$ cat src/rtl/riscv_pkg.sv
// Shared definitions for the front end of the pipeline.
//   NOP_INSTR      canonical bubble instruction (addi x0,x0,0)
//   J_*            jump-type encodings from control
//   fetch_state_t  fetch FSM states
package riscv_pkg;

    localparam logic [31:0] NOP_INSTR = 32'h0000_0013;

    localparam logic [1:0] J_NONE = 2'b00;
    localparam logic [1:0] J_JAL  = 2'b01;
    localparam logic [1:0] J_JALR = 2'b10;

    typedef enum logic [1:0] {
        BOOT = 2'd0,
        REQ  = 2'd1,
        WAIT = 2'd2,
        HOLD = 2'd3
    } fetch_state_t;

endpackage

$ cat src/rtl/pc_target_gen.sv
// Redirect detection and target computation for the fetch stage.
// Purely combinational.
// Ports:
//   PCSrc, J      branch-taken flag and jump type from control
//   br_pc         PC of the resolving branch/jump
//   ImmExt        sign-extended immediate of that instruction
//   jalr_base     rs1+imm from the ALU (JALR target before LSB clear)
//   redirect      the PC must be redirected this cycle
//   target        word-aligned redirect target (bits [1:0] forced to 00)
//   misalign_raw  the raw target had bit 1 set (only meaningful with redirect)
module pc_target_gen
    import riscv_pkg::*;
#(
    parameter int unsigned XLEN = 32
) (
    input  logic            PCSrc,
    input  logic [1:0]      J,
    input  logic [XLEN-1:0] br_pc,
    input  logic [XLEN-1:0] ImmExt,
    input  logic [XLEN-1:0] jalr_base,
    output logic            redirect,
    output logic [XLEN-1:0] target,
    output logic            misalign_raw
);

    logic [XLEN-1:0] target_raw;

    always_comb begin
        redirect = PCSrc | (J == J_JAL) | (J == J_JALR);
        // JALR clears bit 0 of rs1+imm; everything else is PC-relative and wraps.
        if (J == J_JALR) begin
            target_raw = jalr_base & ~XLEN'(1);
        end else begin
            target_raw = br_pc + ImmExt;
        end
        misalign_raw = redirect & target_raw[1];
        target       = target_raw & ~XLEN'(3);
    end

endmodule

$ cat src/rtl/fetch_stage.sv
// Instruction-fetch stage: owns the PC, fetches from instruction memory over a
// req/valid handshake and presents instr/pc/pcplus4 to decode.
//
// Handshakes:
//   memory: imem_req/imem_addr stay asserted and stable until imem_valid
//           returns the word; at most one request is outstanding.
//   decode: a word transfers on a cycle with instr_valid=1 and stall=0; while
//           stall=1 instr_o/pc_o/instr_valid are held.
//
// Ports:
//   clk, rst_n            clock (rising edge), async active-low reset
//   stall                 decode cannot accept
//   PCSrc, J              redirect controls from the control decoder
//   br_pc, ImmExt         branch/JAL target operands
//   jalr_base             JALR target before LSB clear
//   imem_req, imem_addr   fetch request to instruction memory
//   imem_rdata, imem_valid  instruction memory response
//   instr_o, pc_o, pcplus4_o, instr_valid  instruction to decode
//   misalign              one-cycle pulse when a redirect target had bit 1 set
//   fsm_state             current FSM state (debug)
module fetch_stage
    import riscv_pkg::*;
#(
    parameter int unsigned     XLEN     = 32,
    parameter logic [XLEN-1:0] RESET_PC = '0,
    parameter logic [31:0]     NOP      = NOP_INSTR
) (
    input  logic            clk,
    input  logic            rst_n,
    input  logic            stall,
    input  logic            PCSrc,
    input  logic [1:0]      J,
    input  logic [XLEN-1:0] br_pc,
    input  logic [XLEN-1:0] ImmExt,
    input  logic [XLEN-1:0] jalr_base,
    output logic            imem_req,
    output logic [XLEN-1:0] imem_addr,
    input  logic [31:0]     imem_rdata,
    input  logic            imem_valid,
    output logic [31:0]     instr_o,
    output logic [XLEN-1:0] pc_o,
    output logic [XLEN-1:0] pcplus4_o,
    output logic            instr_valid,
    output logic            misalign,
    output fetch_state_t    fsm_state
);

    fetch_state_t    state_q, state_d;
    logic [XLEN-1:0] pc_q, pc_d;          // address of the current/next fetch
    logic [XLEN-1:0] pend_pc_q, pend_pc_d; // redirect target parked behind a discard
    logic            discard_q, discard_d;
    logic [31:0]     skid_q, skid_d;
    logic [31:0]     instr_d;
    logic [XLEN-1:0] pc_o_d;
    logic            valid_d;
    logic            misalign_d;

    logic            redirect;
    logic [XLEN-1:0] target;
    logic            misalign_raw;

    pc_target_gen #(.XLEN(XLEN)) u_target (
        .PCSrc        (PCSrc),
        .J            (J),
        .br_pc        (br_pc),
        .ImmExt       (ImmExt),
        .jalr_base    (jalr_base),
        .redirect     (redirect),
        .target       (target),
        .misalign_raw (misalign_raw)
    );

    // pc_q only moves when no request is outstanding, so it doubles as the
    // stable fetch address.
    assign imem_req  = (state_q == REQ) || (state_q == WAIT);
    assign imem_addr = pc_q;
    assign fsm_state = state_q;

    always_comb begin
        state_d    = state_q;
        pc_d       = pc_q;
        pend_pc_d  = pend_pc_q;
        discard_d  = discard_q;
        skid_d     = skid_q;
        instr_d    = instr_o;
        pc_o_d     = pc_o;
        valid_d    = instr_valid;
        misalign_d = 1'b0;

        // Decode takes whatever is presented when not stalled; without a new
        // word the output empties to a NOP bubble.
        if (!stall) begin
            valid_d = 1'b0;
            instr_d = NOP;
        end

        if (redirect) begin
            misalign_d = misalign_raw;
            valid_d    = 1'b0;
            instr_d    = NOP;
            unique case (state_q)
                REQ, WAIT: begin
                    if (imem_valid) begin
                        // Response in the redirect cycle belongs to the old path.
                        pc_d      = target;
                        discard_d = 1'b0;
                        state_d   = REQ;
                    end else begin
                        // Keep the address stable; drop the response when it lands.
                        pend_pc_d = target;
                        discard_d = 1'b1;
                        state_d   = WAIT;
                    end
                end
                default: begin
                    pc_d      = target;
                    discard_d = 1'b0;
                    state_d   = REQ;
                end
            endcase
        end else begin
            unique case (state_q)
                BOOT: begin
                    state_d = REQ;
                end
                REQ, WAIT: begin
                    if (imem_valid) begin
                        if (discard_q) begin
                            pc_d      = pend_pc_q;
                            discard_d = 1'b0;
                            state_d   = REQ;
                        end else if (!stall) begin
                            instr_d = imem_rdata;
                            pc_o_d  = pc_q;
                            valid_d = 1'b1;
                            pc_d    = pc_q + XLEN'(4);
                            state_d = REQ;
                        end else begin
                            // pc_q still names the skid word until it is presented.
                            skid_d  = imem_rdata;
                            state_d = HOLD;
                        end
                    end else begin
                        state_d = WAIT;
                    end
                end
                HOLD: begin
                    if (!stall) begin
                        instr_d = skid_q;
                        pc_o_d  = pc_q;
                        valid_d = 1'b1;
                        pc_d    = pc_q + XLEN'(4);
                        state_d = REQ;
                    end
                end
                default: begin
                    state_d = BOOT;
                end
            endcase
        end
    end

    always_ff @(posedge clk or negedge rst_n) begin
        if (!rst_n) begin
            state_q     <= BOOT;
            pc_q        <= RESET_PC;
            pend_pc_q   <= RESET_PC;
            discard_q   <= 1'b0;
            skid_q      <= NOP;
            instr_o     <= NOP;
            pc_o        <= RESET_PC;
            pcplus4_o   <= RESET_PC + XLEN'(4);
            instr_valid <= 1'b0;
            misalign    <= 1'b0;
        end else begin
            state_q     <= state_d;
            pc_q        <= pc_d;
            pend_pc_q   <= pend_pc_d;
            discard_q   <= discard_d;
            skid_q      <= skid_d;
            instr_o     <= instr_d;
            pc_o        <= pc_o_d;
            pcplus4_o   <= pc_o_d + XLEN'(4);
            instr_valid <= valid_d;
            misalign    <= misalign_d;
        end
    end

endmodule

$ cat config.mk
export PLATFORM = sky130hd
export DESIGN_NAME = fetch_stage
export DESIGN_NICKNAME = d
export VERILOG_FILES = /design/src/rtl/riscv_pkg.sv /design/src/rtl/pc_target_gen.sv /design/src/rtl/fetch_stage.sv
export SDC_FILE = /design/constraint.sdc
export NUM_CORES = 1
export LEC_CHECK = 0
export CORE_MARGIN = 5
export CORE_UTILIZATION = 45
export DETAILED_ROUTE_END_ITERATION = 10
export PLACE_DENSITY = 0.73
export SYNTH_ARGS = -nofsm -noshare
export SYNTH_HDL_FRONTEND = slang
export SYNTH_HIERARCHICAL = 1
export SYNTH_SLANG_ARGS = --single-unit
$ cat constraint.sdc
create_clock -name clk -period 3.7 [get_ports clk]
set_clock_uncertainty 0.15 [all_clocks]
set_input_delay 0.555 -clock clk [delete_from_list [all_inputs] [get_ports clk]]
set_output_delay 0.555 -clock clk [all_outputs]
set_load 0.005 [all_outputs]
## After elaboration in Yosys (flattened, before gate mapping)

Index checks and enable logic that the tools add are counted.

| word-level totals | value |
|---|---|
| flip-flop bits (word level) | 195 |
| input bits | 135 |
| output and inout port bits | 133 |

| cells by class | value |
|---|---|
| add/sub/neg operators | 3 |
| eq/ne operators | 7 |
| mux-type cells | 40 |
| bitwise logic cells | 6 |
| reduce and logical (&&, ||, !) cells | 10 |

Operators by type and width:

| operator | number |
|---|---|
| two-way mux 32 bit | 17 |
| case mux 32 bit (2 select lines) | 3 |
| adder 32 x 3 -> 32 bit (second input constant) | 2 |
| adder 32 bit | 1 |
| two-way mux 2 bit | 7 |
| two-way mux 1 bit | 11 |
| equality test 2 bit (second input constant) | 3 |
| case mux 2 bit (3 select lines) | 1 |
| AND reduction 5 bit | 1 |
| equality test 2 x 1 -> 1 bit (second input constant) | 2 |
| AND reduction 2 bit | 2 |
| nonzero test 2 bit | 2 |
| inequality test 3 bit (second input constant) | 1 |
| inverter 1 bit | 3 |
| AND reduction 3 bit | 1 |
| nonzero test 3 bit | 1 |
| zero test 2 bit | 1 |
| inequality test 2 bit (second input constant) | 1 |
| OR 1 bit | 2 |
| case mux 1 bit (2 select lines) | 1 |
| OR reduction 2 bit | 1 |
| AND 1 bit | 1 |
| logical OR 1 bit | 1 |

## Depth between registers and ports, before layout

Gate-level depths: netlist of run 1.

| depth | value |
|---|---|
| depth in word-level cells | 6 |
| mapped depth | 14 |
| gate-level depth less buffers | 14 |

## By module

The synthesis of run 1 kept the hierarchy.

Modules (own cells, without submodules):

| module | times used | cells each | area each (sq um) | sequential area each (sq um) |
|---|---|---|---|---|
| fetch_stage | 1 | 963 | 9,668.0 | 4,888.4 |
| pc_target_gen | 1 | 333 | 2,070.7 | 0.0 |

## Worst setup path after synthesis of run 1

Ideal clock, no wire load.

| timing | value |
|---|---|
| path type | input-to-reg |
| start | input port J[1] |
| end | register pcplus4_o[20] |
| data arrival time | 3.387 ns |
| required time | 3.419 ns |
| setup slack | 0.032 ns |
| stages | 13 |
| buffers on the path | 2 |
| cells stage by stage | nor2b_1 clkbuf_1 or3_1 nor3_4 o21ai_2 buf_6 o22ai_1 ha_1 a21boi_1 o211ai_1 nor4_2 nand3_1 xnor2_1 |

| between the ends | value |
|---|---|
| cells in the longest elaborated chain, start to end | 5 |
| elaborated cells on any way between the ends | 6 |
| classes of those cells | 1 x add/sub; 2 x eq/ne; 1 x mux; 2 x bitwise |

Ends and longest elaborated chain:

| element | RTL line | source |
|---|---|---|
| start, declared | fetch_stage.sv:32 | `input logic [1:0] J,` |
| equality test 2 x 1 -> 1 bit | pc_target_gen.sv:29 | `redirect = PCSrc \| (J == J_JAL) \| (J == J_JALR);` |
| OR 1 bit | pc_target_gen.sv:29 |  |
| OR 1 bit * | pc_target_gen.sv:29 |  |
| via redirect | fetch_stage.sv:58 | `logic redirect;` |
| two-way mux 32 bit * | fetch_stage.sv:97 | `if (redirect) begin` |
| via pc_o_d[3] | fetch_stage.sv:54 | `logic [XLEN-1:0] pc_o_d;` |
| adder 32 x 3 -> 32 bit * | fetch_stage.sv:183 | `pcplus4_o <= pc_o_d + XLEN'(4);` |
| end signal, assigned | fetch_stage.sv:172 | `pcplus4_o <= RESET_PC + XLEN'(4);` |
| end signal, assigned | fetch_stage.sv:183 |  |
| end, declared | fetch_stage.sv:42 | `output logic [XLEN-1:0] pcplus4_o,` |

Mark *: on every way through the listed nets, which the timed path passes. The rest lies on a longest branch.
A chain may end at the register's enable or synchronous reset.

## Final worst setup path of run 1

| timing | value |
|---|---|
| start | input port br_pc[0] |
| end | register pend_pc_q[26] |

| between the ends | value |
|---|---|
| cells in the longest elaborated chain, start to end | 2 |

Ends and longest elaborated chain:

| element | RTL line | source |
|---|---|---|
| start, declared | fetch_stage.sv:33 | `input logic [XLEN-1:0] br_pc,` |
| adder 32 bit | pc_target_gen.sv:34 | `target_raw = br_pc + ImmExt;` |
| two-way mux 32 bit | pc_target_gen.sv:31 | `if (J == J_JALR) begin` |
| via target[26] | fetch_stage.sv:59 | `logic [XLEN-1:0] target;` |
| end signal, assigned | fetch_stage.sv:178 | `pend_pc_q <= pend_pc_d;` |
| end, declared | fetch_stage.sv:50 | `logic [XLEN-1:0] pend_pc_q, pend_pc_d;` |

The timed path passes the listed nets, and every way through them passes these cells.

==> results of run 1 <==
-- synth_stat cells (6+ instances only) --
| cell | number |
|---|---|
| dfstp_2 | 7 |
| nand4_1 | 28 |
| nor2_1 | 118 |
| a22o_1 | 23 |
| o22ai_1 | 8 |
| xor2_1 | 27 |
| clkbuf_1 | 56 |
| and3_1 | 11 |
| nand2b_1 | 6 |
| a22oi_1 | 34 |
| buf_2 | 14 |
| a31oi_1 | 9 |
| dfrtp_1 | 188 |
| ha_1 | 34 |
| nor3_1 | 22 |
| xnor2_1 | 42 |
| nand2_1 | 143 |
| nand3_1 | 30 |
| or3_1 | 6 |
| and2_1 | 12 |
| a21o_1 | 17 |
| a21oi_1 | 105 |
| o211ai_1 | 13 |
| a211oi_1 | 33 |
| buf_1 | 12 |
| o2111ai_1 | 7 |
| mux2_1 | 14 |
| inv_1 | 27 |
| o21ai_0 | 98 |
| mux2_2 | 51 |
-- registers in the layout (all words and copies together), names as in the netlist --
register,count
imem_addr,32
fsm_state,2
instr_valid,1
skid_q,32
pc_o,30
misalign,1
pend_pc_q,32
discard_q,1
instr_o,32
pcplus4_o,32
-- layer usage --
layer  routed length [µm]  vias to the layer above
li1                     -                     5313
met5                    0                        -
met2                17000                      477
met4                  714                        0
met1                15600                     5329
met3                 2860                       51
-- worst max-delay path, delay by kind of cell --
kind | cells | cell delay [ps]
compound gates | 6 | 1640
fa+ha+maj | 1 | 380
buf+inv | 1 | 420
mux | 1 | 260
simple gates | 3 | 430
-- power by group through the flow --
stage / Combinational, W / Clock (W) / Sequential (W)
after floorplan: 0.00282 / 0 / 0.00356
after global placement: 0.00495 / 0 / 0.00382
after detailed placement: 0.00506 / 0 / 0.00386
after CTS: 0.00509 / 0.00183 / 0.00382
after global routing: 0.00558 / 0.00192 / 0.00395
final: 0.00510 / 0.00180 / 0.00385
-- cells by family after synthesis --
kind of cell    count (synthesis)  synth area share [%]
mux                            69                  6.58
buf+inv                       115                  4.08
fa+ha+maj                      35                  3.79
compound gates                403                  22.4
xor+xnor                       69                  5.15
simple gates                  409                  16.3
other cells                     1                0.0319
flops                         195                  41.6
-- repair_timing --
action / in CTS / in global routing
hold buffers: 0 / 0
endpoints found under the hold margin: 0 / 0
gates resized for setup: 0 / 4
endpoints found under the setup margin: 0 / 13
-- final cells by class --
cell class	instances	area [µm²]	share of cell area, %
tap	335	419	2.63
clock inverter	13	116	0.731
clock buffer	19	453	2.84
sequential	195	4890	30.7
timing repair buffer	374	3540	22.2
multi-input combinational	987	6410	40.2
inverter	27	101	0.636
-- through the flow --
| step | setup slack [ps] | utilization (%) |
|---|---|---|
| finish | 195 | 61.7 |
| global route | 47.0 | 61.7 |
| CTS | 100 | 61.6 |
| floorplan | 32.3 | - |
| global placement | -285 | 59.4 |
| detailed placement | -357 | 59.4 |
-- path summary, 6_finish.rpt --
kind,endpoint,slack (ps)
setup reg to reg,pcplus4_o[31],420
setup / recovery,pend_pc_q[26],200
hold / removal,instr_o[26],10
max in group asynchronous,skid_q[18],2380
hold reg to reg,instr_o[26],340
min in group clk,instr_o[26],340
==> flow_metrics.tcl, run 1 <==
set metrics [dict create \
    grt_pass1_wl_um 56700 \
    min_period_over_period_pct 94.7 \
    diodes 0 \
    yosys-top-cells-area "dfrtp_1 40%, mux2_2 4.9%, nand2_1 4.6%" \
    seq_power_share_pct 35.8 \
    vias_per_cell 5.73 \
    status "complete, no violations" \
    cts_htree_levels 4 \
    nFillCells 2221 \
    grt_remaining_overflow 0 \
    rows 59 \
    setup_viol 0 \
    fin_crit_ps 3500 \
    cts_buffers 17 \
    syn_area_um2 11700 \
    num_vias 11200 \
    synth_top_area_share_pct 40.1 \
    final_cells 1950 \
    final_common_cell "clkdlybuf4s50_1" \
    finalPower_w 0.0107 \
    gr-usage-all-layers_pct 23.8 \
    critical_path_arrival_ps 3680 \
    drc 0 \
    drive_gt1_share_pct 14.2 \
    layout_common_cells "265 x clkdlybuf4s50_1, 188 x dfrtp_1, 143 x nand2_1, 117 x nor2_1, 105 x a21oi_1" \
    worstReg2RegStart "fsm_state[0]" \
    grt_use_met2_pct 38.3 \
    wl_per_cell_um 18.5 \
    dp_hpwl_um 27300 \
    tns_ps 0 \
    finalHoldViolCount 0 \
    p_switching_w 0.00423 \
    min-delay-path-class "input port to asynchronous set/reset pin" \
    synth.avg_cell_area_um2 9.06 \
    wl_um 36200 \
    ir_drop_uv 452 \
    pwr-share-clk_pct 16.7 \
    core_um2 25800 \
    place.gp.congestion 0.917 \
    die-height_um 172 \
    maxSlewViolCount 0 \
    gr-usage-met1_pct 33.1 \
    port_buffers 266 \
    rsz0062_at_grt "false" \
    start_kind "input port" \
    combPwrFrac_pct 47.5 \
    fin_nets 1772 \
    grt-busiest-layer "met2" \
    first_pass_iters 6 \
    clock_path_buffers 2 \
    postCtsSetupBuffers 0 \
    end_kind "flip-flop" \
    crit_fanout 4 \
    p_per_area_nw_per_um2 674 \
    switching_share_pct 39.4 \
    final_area_um2 15900 \
    synth-edff-count 0 \
    initial_core_util_pct 45.4 \
    insertion_delay_ps 430 \
    grt_pass1_vias 10900 \
    yosys_warnings 6 \
    startpoint "br_pc[0]" \
    slew_headroom_pct 38.7 \
    placed_area_um2 15300 \
    crit_path_top_delay_cell "clkdlybuf4s50_1" \
    tightest_slew_ps 919 \
    max_freq_mhz 285 \
    die_area_um2 29400 \
    placed_cells 1918 \
    syn_inst 1296 \
    worst_path_largest_cell_delay_ps 420 \
    cap_violations 0 \
    hold-worst-slack_ps 14.6 \
    die_x_um 172 \
    clockRootBuffer "clkbuf_16" \
    tritoncts "built" \
    grt_use_met3_pct 4.60 \
    crit_required_ps 3870 \
    synth-seq-cells 195 \
    p_int_w 0.00651 \
    crit_chain "clkdlybuf4s50_1, and2_1, fa_1, a21o_1, a221oi_2, or3_1, nand2_1, a41o_1, a31o_1, a2111o_1, o221a_2, mux2_2" \
    yosys_most_used_dff "dfrtp_1" \
    synth_seq_area_share_pct 41.6 \
    antenna_found_initial 0 \
    clk_pin_slew_ps 80 \
    criticalPathCategory "input port to flip-flop" \
    ioPinCount 268 \
    synth_area_leader_cell "dfrtp_1" \
    async_reset_ff_share_pct 100 \
    leakage_nw 6.64 \
    ys_types 80 \
    drt-initial-drc-count 879 \
    area_delta_synth_final_pct 35.7 \
    clock_sinks 195 \
    rr_worst_depth 12 \
    ant_nets 0 \
    grt_max_degree 97 \
]
Note: power is estimated with default switching activity, not from simulation.
==> run 2, diff against run 1 <==
GPL_ROUTABILITY_DRIVEN = 0   (was unset)
SLEW_MARGIN = 25   (was unset)
TNS_END_PERCENT = 10   (was unset)
==> run 2 against run 1 <==
The flow now finishes with violations (negative hold slack). Register-to-register slack improved by 30 ps. Fmax is 0.47% higher. Critical path depth is the same. Via count rose by 1.1%. Non-clock buffer count is 3 higher. Largest cell class unchanged. Highest routed layer unchanged.
==> flow_metrics.tcl, run 2 (same netlist as run 1, synthesis figures left out) <==
set metrics [dict create \
    status "finished, violations left" \
    violations "negative hold slack" \
    grt_pass1_wl_um 56900 \
    grt_pass1_vias 10800 \
    rr_worst_depth 12 \
    fin_util_pct 61.8 \
    rsz0062_at_grt "false" \
    tns_ps 0 \
    layout_common_cells "265 x clkdlybuf4s50_1, 188 x dfrtp_1, 143 x nand2_1, 117 x nor2_1, 107 x buf_4" \
    diodes 0 \
    drt-initial-drc-count 818 \
    tritoncts "built" \
    initial_core_util_pct 45.4 \
    dp_hpwl_um 27300 \
    r2r-end "pcplus4_o[31]" \
    first_pass_iters 5 \
    vias_per_cell 5.78 \
    crit_fanout 3 \
    wl_um 36200 \
    drc 0 \
    maxSlewViolCount 0 \
    leakage_nw 6.66 \
    clock_path_buffers 2 \
    p_switching_w 0.00417 \
    max_freq_mhz 287 \
    die-height_um 172 \
    area_delta_synth_final_pct 36.1 \
    combPwrFrac_pct 46.9 \
    clk_pin_slew_ps 70 \
    switching_share_pct 38.2 \
    grt_remaining_overflow 0 \
    min-delay-path-class "input port to asynchronous set/reset pin" \
    final_common_cell "clkdlybuf4s50_1" \
    fin_crit_ps 3490 \
    end_kind "flip-flop" \
    r2r_slack_ps 450 \
    criticalPathCategory "input port to flip-flop" \
    num_vias 11300 \
    cap_violations 0 \
    grt_max_degree 79 \
    port_buffers 266 \
    postCtsSetupBuffers 0 \
    clock_sinks 195 \
    p_int_w 0.00674 \
    seq_power_share_pct 35.3 \
    start_kind "input port" \
    setup_viol 0 \
    p_per_area_nw_per_um2 683 \
    slew_headroom_pct 42.7 \
    cts_buffers 17 \
    worstReg2RegStart "fsm_state[1]" \
    die_x_um 172 \
    crit_required_ps 3860 \
    gr-usage-all-layers_pct 24.0 \
    die_area_um2 29400 \
    ir_drop_uv 376 \
    ant_nets 0 \
    drive_gt1_share_pct 14.2 \
    antenna_found_initial 0 \
    cts_htree_levels 4 \
    finalHoldViolCount 3 \
    rows 59 \
    pwr-share-clk_pct 17.8 \
    fin_nets 1775 \
    insertion_delay_ps 430 \
    wl_per_cell_um 18.5 \
    critical_path_arrival_ps 3650 \
    hold-worst-slack_ps -4.79 \
    clockRootBuffer "clkbuf_16" \
    core_um2 25800 \
    min_period_over_period_pct 94.3 \
    tightest_slew_ps 860 \
    ioPinCount 268 \
]
## run 2: final cells by class
class	count	area [µm²]
Clock buffer	20	437
Sequential cell	195	4890
Clock inverter	12	180
Timing Repair Buffer	377	3550
Multi-Input combinational cell	987	6400
Fill cell	2234	9860
Inverter	27	101
Tap cell	335	419
## run 2: power groups by stage
stage | combinational [W] | sequential [W] | clock [W]
floorplan | 0.00282 | 0.00356 | 0
global placement | 0.00496 | 0.00382 | 0
detailed placement | 0.00507 | 0.00386 | 0
CTS | 0.00510 | 0.00383 | 0.00199
global route | 0.00558 | 0.00395 | 0.00208
finish | 0.00512 | 0.00385 | 0.00195
## run 2: routing by layer
| metal | wire [µm] | up-vias | GRT usage (%) |
|---|---|---|---|
| met5 | 0 | - | 0 |
| met4 | 717 | 0 | 6.34 |
| met3 | 2840 | 53 | 4.39 |
| met2 | 17100 | 494 | 38.8 |
| met1 | 15500 | 5419 | 33.3 |
| li1 | - | 5328 | - |
## run 2: worst max-delay path by stage
stage,startpoint,end,slack (ps),cells past startpoint
CTS,J[1],pcplus4_o[16],30,14
finish,br_pc[0],pend_pc_q[26],210,12
global placement,J[1],pcplus4_o[20],-290,14
global route,br_pc[0],imem_addr[30],60,15
detailed placement,J[1],pcplus4_o[16],-370,14
floorplan,J[1],pcplus4_o[20],30,13
## run 2: timing repair
item | CTS | global route
hold buffers | 0 | 0
resized for setup | 0 | 3
endpoints found under the setup margin | 0 | 10
## run 2: metrics by stage
step,instances,cell area [µm²],worst slack (ps),power [W]
2_1_floorplan,1297,11700,32.3,0.00638
3_3_place_gp,1921,15300,-289,0.00878
6_report,1953,16000,212,0.0109
3_5_place_dp,1921,15300,-367,0.00893
5_1_grt,1953,16000,58.7,0.0116
4_1_cts,1953,16000,33.8,0.0109
## run 2: critical path: stages
cell             delay (ps)
clkdlybuf4s50_1         410
and2_1                  170
fa_1                    390
a21o_1                  220
a221oi_2                260
or3_1                   170
nand2_1                  80
a41o_1                  300
a31o_1                  270
a2111o_1                410
o221a_2                 140
mux2_2                  260
==> patch, RTL diff (settings of run 2) <==
`XLEN` is set to 32 in 2 places; all go to 16.
--- a/src/rtl/pc_target_gen.sv
+++ b/src/rtl/pc_target_gen.sv
@@ -13,3 +13,3 @@
 #(
-    parameter int unsigned XLEN = 32
+    parameter int unsigned XLEN = 16
 ) (
--- a/src/rtl/fetch_stage.sv
+++ b/src/rtl/fetch_stage.sv
@@ -23,3 +23,3 @@
 #(
-    parameter int unsigned     XLEN     = 32,
+    parameter int unsigned     XLEN     = 16,
     parameter logic [XLEN-1:0] RESET_PC = '0,
Interface: changed (6 resized); port bits go from 268 to 172. The function was not compared with the original's and may differ.
==> patch against run 2 <==
- first-iteration DRC count shrank 48%
- design area shrank 39%
- worst hold slack gained 130 ps
- count of clock-buffer cells in the layout shrank 1
- sequential cell count shrank 64
- wire length shrank 45%
- area after synthesis shrank 38%
- setup slack gained 280 ps
- power shrank 37%
==> patch: results (changes against run 2) <==
stage,metric,value,unit,change
placed_design,pre-CTS setup slack,61.5,ps,+428 ps
timing,relative max-transition margin,37.8,%,-4.9 points
critical_path,FF-to-FF End,pcplus4_o[14],,
placed_design,Buffers on Ports,170,,-36%
critical_path,CP arrival,3400,ps,-250 ps
logic_synthesis,post-synthesis sequential area ratio,45.5,%,+3.8 points
critical_path,maximum fanout along the worst path,5,,+2
power_and_ir_drop,Peak VDD IR,0.466,mV,+24%
final_layout,# nets final,1011,,-43%
placed_design,hpwl dp,13.8,mm,-50%
critical_path,r2r setup slk,800,ps,+350 ps
final_layout,share of layout cells above drive strength 1,15.5,%,+1.3 points
final_layout,layout filler cell count,1356,,-39%
global_route,total track usage,21.6,%,-2.3 points
logic_synthesis,Area contributors post-synth,"dfrtp_1, mux2_2, nor2_1",,
power_and_ir_drop,PwrDens,704,mW/mm²,+3.2%
logic_synthesis,post-synth cell types,73,,-8.8%
power_and_ir_drop,Leakage,4.11,nW,-38%
detailed_routing,via count,6465,,-43%
global_route,first-pass GRT wire length,31.9,mm,-44%
detailed_routing,starting DRC count in detailed routing,428,,-48%
global_route,number of global-route vias before repair,6380,,-41%
run_status,outcome,"complete, no violations",,
logic_synthesis,Post-synth top cells,"dfrtp_1, nor2_1, a21oi_1",,
critical_path,Register-to-Register Path Depth,9,,-3
global_route,largest net degree at the start of global routing,70,,-11%
timing,Setup WS post-layout,492,ps,+280 ps
patch: changes by cell type in the layout (fill, tap and decap cells not counted), moves of 27 or more:
cell	before	now
a21oi_1	105	59
a222oi_1	2	30
a22oi_1	34	7
buf_4	107	33
clkdlybuf4s50_1	265	169
dfrtp_1	188	124
nand2_1	143	41
o21ai_0	98	36
xnor2_1	42	13
patch: cell families (layout without fill, tap and decap cells):
logic type      Yosys count  after routing  synth area share, %
fa+ha+maj                19             19                 3.39
mux                      50             50                 7.76
compound gates          209            209                 20.5
xor+xnor                 29             29                 3.52
simple gates            229            229                 15.3
buf+inv                  67            249                 3.98
flops                   131            131                 45.5
other cells               1              2               0.0519
patch: routing by layer:
| layer | wire length, µm | part of all wire, % | up-vias | global-route usage [%] |
|---|---|---|---|---|
| li1 | - | - | 3063 | - |
| met1 | 8860 | 44 | 3135 | 29.3 |
| met2 | 9370 | 47 | 244 | 35.0 |
| met3 | 1550 | 7.8 | 23 | 5.00 |
| met4 | 218 | 1.1 | 0 | 5.82 |
| met5 | 0 | 0 | - | 0 |
patch: worst max-delay path by stage:
stage | depth (start not counted) | from | end
CTS | 11 | J[1] | pcplus4_o[14]
floorplan | 11 | J[1] | pcplus4_o[14]
global placement | 11 | J[1] | pcplus4_o[14]
finish | 11 | J[1] | pcplus4_o[14]
detailed placement | 11 | J[1] | pcplus4_o[14]
global route | 9 | J[1] | pcplus4_o[14]
patch: area by class of cell:
cell class	count	area [µm²]	share of cell area [%]
clock inverter	13	153	1.55
inverter	14	52.6	0.535
multi-input combinational	538	3660	37.3
sequential	131	3290	33.5
timing repair buffer	203	1960	20.0
clock buffer	19	433	4.41
tap	216	270	2.75
patch: metrics by stage:
stage                     std cells  hold WS (ps)  instance area (µm²)  power [W]
after floorplan                 736           109                 7230    0.00395
after global placement         1102           337                 9230    0.00518
after detailed placement       1102           344                 9230    0.00524
after CTS                      1134           149                 9820    0.00694
after global routing           1134           186                 9820    0.00735
final                          1134           123                 9820    0.00691
patch: power breakdown:
group | internal (W) | total (W) | leakage [nW] | switching [W]
registers | 0.00199 | 0.00241 | 1.64 | 0.000421
clock network | 0.00100 | 0.00167 | 0.280 | 0.000669
logic | 0.00144 | 0.00283 | 2.19 | 0.00139
total | 0.00443 | 0.00691 | 4.11 | 0.00248
patch: critical path, stage by stage:
cell and delay (ps):
clkdlybuf4s50_1 430, nor2b_1 150, or3_2 540, or2_1 290
a2111oi_4 330, buf_4 190, buf_4 130, a22o_1 170
nand3_1 150, nor4b_2 290, xor2_1 180
